$ cat config.mk
export PLATFORM = sky130hd
export DESIGN_NAME = reg_file
export DESIGN_NICKNAME = d
export VERILOG_FILES = /design/src/rtl/reg_file_pkg.sv /design/src/rtl/reg_read_mux.sv /design/src/rtl/reg_file.sv
export SDC_FILE = /design/constraint.sdc
export NUM_CORES = 2
export LEC_CHECK = 0
export CAP_MARGIN = 20
export CORE_MARGIN = 2
export CORE_UTILIZATION = 45
export DETAILED_ROUTE_END_ITERATION = 12
export PLACE_DENSITY_LB_ADDON = 0.3
export RECOVER_POWER = 50
export SLEW_MARGIN = 5
export SYNTH_ARGS = -nofsm -noshare
export SYNTH_HDL_FRONTEND = slang
export SYNTH_SLANG_ARGS = --single-unit
$ cat constraint.sdc
create_clock -name clock -period 2.9 [get_ports clock]
set_input_delay 0.87 -clock clock [delete_from_list [all_inputs] [get_ports clock]]
set_output_delay 0.87 -clock clock [all_outputs]
set_load 0.02 [all_outputs]
$ cat src/rtl/reg_file_pkg.sv
// Shared definitions for the CPU register file: default widths and the
// register-address type used by decode and control logic.
package reg_file_pkg;

    localparam int RF_DATA_WIDTH = 32;
    localparam int RF_ADDR_WIDTH = 5;
    localparam int RF_NUM_REGS   = 2 ** RF_ADDR_WIDTH;

    typedef logic [RF_ADDR_WIDTH-1:0] reg_addr_t;
    typedef logic [RF_DATA_WIDTH-1:0] reg_data_t;

endpackage : reg_file_pkg

$ cat src/rtl/reg_read_mux.sv
// One asynchronous read port: selects a single register out of the flop array.
module reg_read_mux #(
    parameter int DATA_WIDTH = 32,
    parameter int ADDR_WIDTH = 5,
    parameter int NUM_REGS   = 2 ** ADDR_WIDTH
) (
    input  logic [DATA_WIDTH-1:0] regs_i [NUM_REGS],
    input  logic [ADDR_WIDTH-1:0] addr_i,
    output logic [DATA_WIDTH-1:0] data_o
);

    assign data_o = regs_i[addr_i];

endmodule : reg_read_mux

$ cat src/rtl/reg_file.sv
// 32 x 32 general-purpose register file: two combinational read ports and one
// synchronous write port. Register 0 is an ordinary register; no bypass path.
module reg_file
    import reg_file_pkg::*;
#(
    parameter int DATA_WIDTH = RF_DATA_WIDTH,
    parameter int ADDR_WIDTH = RF_ADDR_WIDTH
) (
    input  logic                  clock,
    input  logic                  reset,
    input  logic [ADDR_WIDTH-1:0] read_reg1,
    input  logic [ADDR_WIDTH-1:0] read_reg2,
    input  logic [ADDR_WIDTH-1:0] write_reg,
    input  logic [DATA_WIDTH-1:0] write_data,
    input  logic                  reg_write,
    output logic [DATA_WIDTH-1:0] read_data1,
    output logic [DATA_WIDTH-1:0] read_data2
);

    localparam int NUM_REGS = 2 ** ADDR_WIDTH;

    logic [DATA_WIDTH-1:0] mem_q [NUM_REGS];
    logic [DATA_WIDTH-1:0] mem_d [NUM_REGS];

    // NOTE: copying mem_q into mem_d first gives every element a value on every
    // path, so no latches are inferred when reg_write is low.
    always_comb begin
        mem_d = mem_q;
        if (reg_write) begin
            mem_d[write_reg] = write_data;
        end
    end

    // NOTE: this array is built from flops, not a RAM macro, so an asynchronous
    // clear of every entry is legal and gives a defined state after reset.
    always_ff @(posedge clock or negedge reset) begin
        if (!reset) begin
            for (int i = 0; i < NUM_REGS; i++) begin
                mem_q[i] <= '0;
            end
        end else begin
            mem_q <= mem_d;
        end
    end

    reg_read_mux #(
        .DATA_WIDTH (DATA_WIDTH),
        .ADDR_WIDTH (ADDR_WIDTH),
        .NUM_REGS   (NUM_REGS)
    ) u_read_mux1 (
        .regs_i (mem_q),
        .addr_i (read_reg1),
        .data_o (read_data1)
    );

    reg_read_mux #(
        .DATA_WIDTH (DATA_WIDTH),
        .ADDR_WIDTH (ADDR_WIDTH),
        .NUM_REGS   (NUM_REGS)
    ) u_read_mux2 (
        .regs_i (mem_q),
        .addr_i (read_reg2),
        .data_o (read_data2)
    );

endmodule : reg_file

==> results <==
- Ranked by flip-flop count, first place goes to mem_q.
- The kind of path behind the tightest hold check is reg -> reg.
- The final sum of negative setup slack is -26.47 ns.
- The clock transition time at the flip-flop clock pins of the worst setup and hold paths is about 0.06 ns.
- After synthesis, the netlist uses 28 different library cells.
- Fill cells in the final layout number approximately 9.4k.
- The register with the most flip-flops in the layout has slightly above 1k of them.
- The routed design has approximately 200000 microns of wire.
- The largest registers in the layout are mem_q (1024).
- The standby leakage power is 34.40 nW.
- The share of layout cells above drive strength 1 is between 40 and 50%.
- The post-synth net total is ~4.7k.
- The number of detailed-route iterations in the first pass is 5.
- The stage delay of the slowest cell on the critical path is ~0.24 ns.
- The endpoint type of the worst setup path is an output port.
- The floorplan has around 130 rows.
- In this run the most critical hold path is launched from mem_q[609].
- The total power is between 40 and 50 mW.
- The run finished, with violations left.
- Dividing the detail-routed wire length by the instance count gives a little under 30 microns.
- The worst-case IR drop observed on VDD is between 0.5 and 0.6 mV.
- The detail route stage leaves a number of antenna-violating nets equal to 0.
- Leaving out fill and tap cells, the most frequent cell in the layout is dfrtp_1.
- The max-slew violation count is 23.
- The via count of the first global-routing pass is 43.21k.
- The post-detailed-route DRC marker count is 0.
- Traced cell by cell, the critical path runs through buf_12, buf_6, nor2b_4, buf_6, buf_12, buf_12, a22o_1, nor3_2, a31oi_2, nand3_2, buf_6.
- The max-cap check violation count is 1.
- The cell count after synthesis came out at around 4.6k.
- The clock sink count is ~1k.
- From bottom edge to top edge, the die measures ~360 microns.
- The critical path data required time is roughly 2.0 ns.
- Broken down by cell family, the worst path's largest delay share belongs to buffers and inverters.
- The maximum fanout along the worst path is 8.
- The endpoint arrival time on the critical path is between 2 and 3 ns.
- The number of buffers created by CTS is approximately 110.
- Setup repair after global routing could not meet its margin everywhere.
- The post-detailed-route via-to-cell ratio is between 6 and 7.
- The routability-driven placement congestion ratio is between 0.8 and 0.9.
- The buffer type at the clock tree root is clkbuf_16.
- The half-perimeter wire length after detailed placement is between 100000 and 150000 microns.
- The net count of the finished layout is approximately 5.2k.
- The sequential element share of the synthesized area is between 40 and 50%.
- In this run the standard cell core region covers 123800 sq um.
- The initial antenna violation count is 4.
- In this run the deepest clock path goes through 3 buffers.
- Of the available clock period, the critical path in the final layout requires 118.0%.
- The maximum frequency from static timing analysis is 292.1 MHz.
- The signed area change from the synthesized netlist to the final layout is 31.25%.
- For the finished layout, the period the worst path requires is 3.423 ns.
- The relative max-transition margin is -28.51%.
- The die width is about 360 microns.
- The die area is approximately 130000 sq um.
- The count of buffering cells on the critical path with inverters included is 6.
- At the later pin of the worst-skew pair, clock insertion delay measures around 0.72 ns.
- The deepest level of the CTS H-tree is 3.
- On the final layout, the worst clock skew is 0 ns.
- The post-synthesis cell area is around 56000 sq um.
- During synthesis, Yosys emitted a total of 0 warnings.
- The TritonCTS clock tree is yes.
- The sequential cell area is about 26000 sq um.
- The standard cell with the maximum stage delay on the critical path is a31oi_2.
- At the pin with the least slew margin, the transition time is roughly 1.9 ns.
- In this run the mean area of a mapped cell was ~12 sq um.
- After the first detailed-routing iteration, the DRC count stood at about 4.2k.
- Global routing used between 30% and 40% of the available tracks.
- The first global-routing pass estimated 290700 microns of wire.
- The startpoint type of the worst setup path is a primary input.
- The number of endpoints failing setup at the final stage is between 60 and 70.
- Once routing completed, OpenROAD measured the worst setup slack at -0.5231 ns.
- Entering global routing, the biggest net connects around 120 pins.
- The initial core utilization is between 40% and 50%.
- In the final layout, the multi-input gates occupy 30340 sq um.
- In the layout the commonest cells are 1024 x dfrtp_1, 987 x mux2_2, 947 x mux2i_1.
- roughly 110 I/O pins were placed.
- The number of failing hold endpoints at the final stage is 0.
- The routed layout has between 40k and 50k vias.
- For this run the aggregate overflow at the end of global routing stands at 0.
- The critical path starts at read_reg1[2].
- The worst register-to-register path begins at mem_q[121].
- Hold is met by between 0.5 and 0.6 ns.
- Port buffering added 113 buffers.
- The setup path with the least slack is of type in -> out.
- The total power density per cell area is 603.9 nW/um^2.
- The post-synthesis register bit count is 1024.
- The checks that failed: capacitance limit, slew limit, setup timing.
==> report_power, final <==
part           total, mW  internal, mW  switching, mW
clock               14.4          8.39           6.02
sequential          19.4          17.1           2.29
combinational       10.8          5.84           4.93
==> metal layers <==
layer  track usage [%]  share of wire, %
met5                 0             0.012
met4             13.74               5.0
met3             5.104               7.5
met2             47.39                46
met1             41.67                42
==> layout make-up <==
type                       instances  area share (%)
multi-input combinational       3137           41.11
timing repair buffer             919           16.44
tap                             1637           2.775
sequential                      1024           34.72
clock buffer                     182           4.674
clock inverter                    18          0.2763
antenna                            2        0.006781
==> cell usage after synthesis, drive strengths merged <==
library cell  number  area (sq um)
mux2            1024         11530
a22oi            192          1441
dfrtp           1024         25620
nor2              19         191.4
nor3              65         325.3
or2                3         18.77
buf              253          1725
a21oi            192         960.9
clkbuf           191         716.9
and3               1         6.260
and2               2         12.51
or3b               1         11.26
mux2i           1024         10250
nor2b              4         25.02
a22o             128          1121
nand3b             4         30.03
nand2            211         792.0
nor3b              4         45.05
a31oi             64         400.4
nand3            194         970.9
and3b              1         8.760
nand2b             4         25.02
==> through the flow <==
step	instance area (sq um)	setup WS [ns]	util, %	std cells
2_1_floorplan	56760	-0.02319	-	4605
3_3_place_gp	63560	-1.501	51.34	6420
3_5_place_dp	63560	-1.488	51.34	6420
4_1_cts	72140	-0.5004	58.27	6828
5_1_grt	73810	-0.5297	59.62	6919
6_report	73810	-0.5231	59.62	6919
==> path summary, 6_finish.rpt <==
path	to	cells past startpoint	slack (ns)
setup / recovery	read_data1[14]	11	-0.52
hold / removal	mem_q[609]	1	0.51
setup reg to reg	mem_q[121]	1	2.04
hold reg to reg	mem_q[609]	1	0.51
max in group asynchronous	mem_q[958]	3	0.11
min in group asynchronous	mem_q[625]	1	0.68
==> kinds of logic (layout without fill, tap and decap cells) <==
logic type	Yosys count	after routing	share of synthesized area [%]
compound gates	576	576	6.978
buf+inv	444	1119	4.343
flops	1024	1024	45.57
mux	2048	2048	38.73
other cells	0	2	0
simple gates	513	513	4.379
==> repair_timing <==
action,in CTS,in global routing
hold buffers,0,0
setup endpoints to repair,64,64
setup buffers,180,100
gates resized for setup,808,228
pin swaps,220,162
gates cloned,38,16
Note: power is estimated with default switching activity, not from simulation.
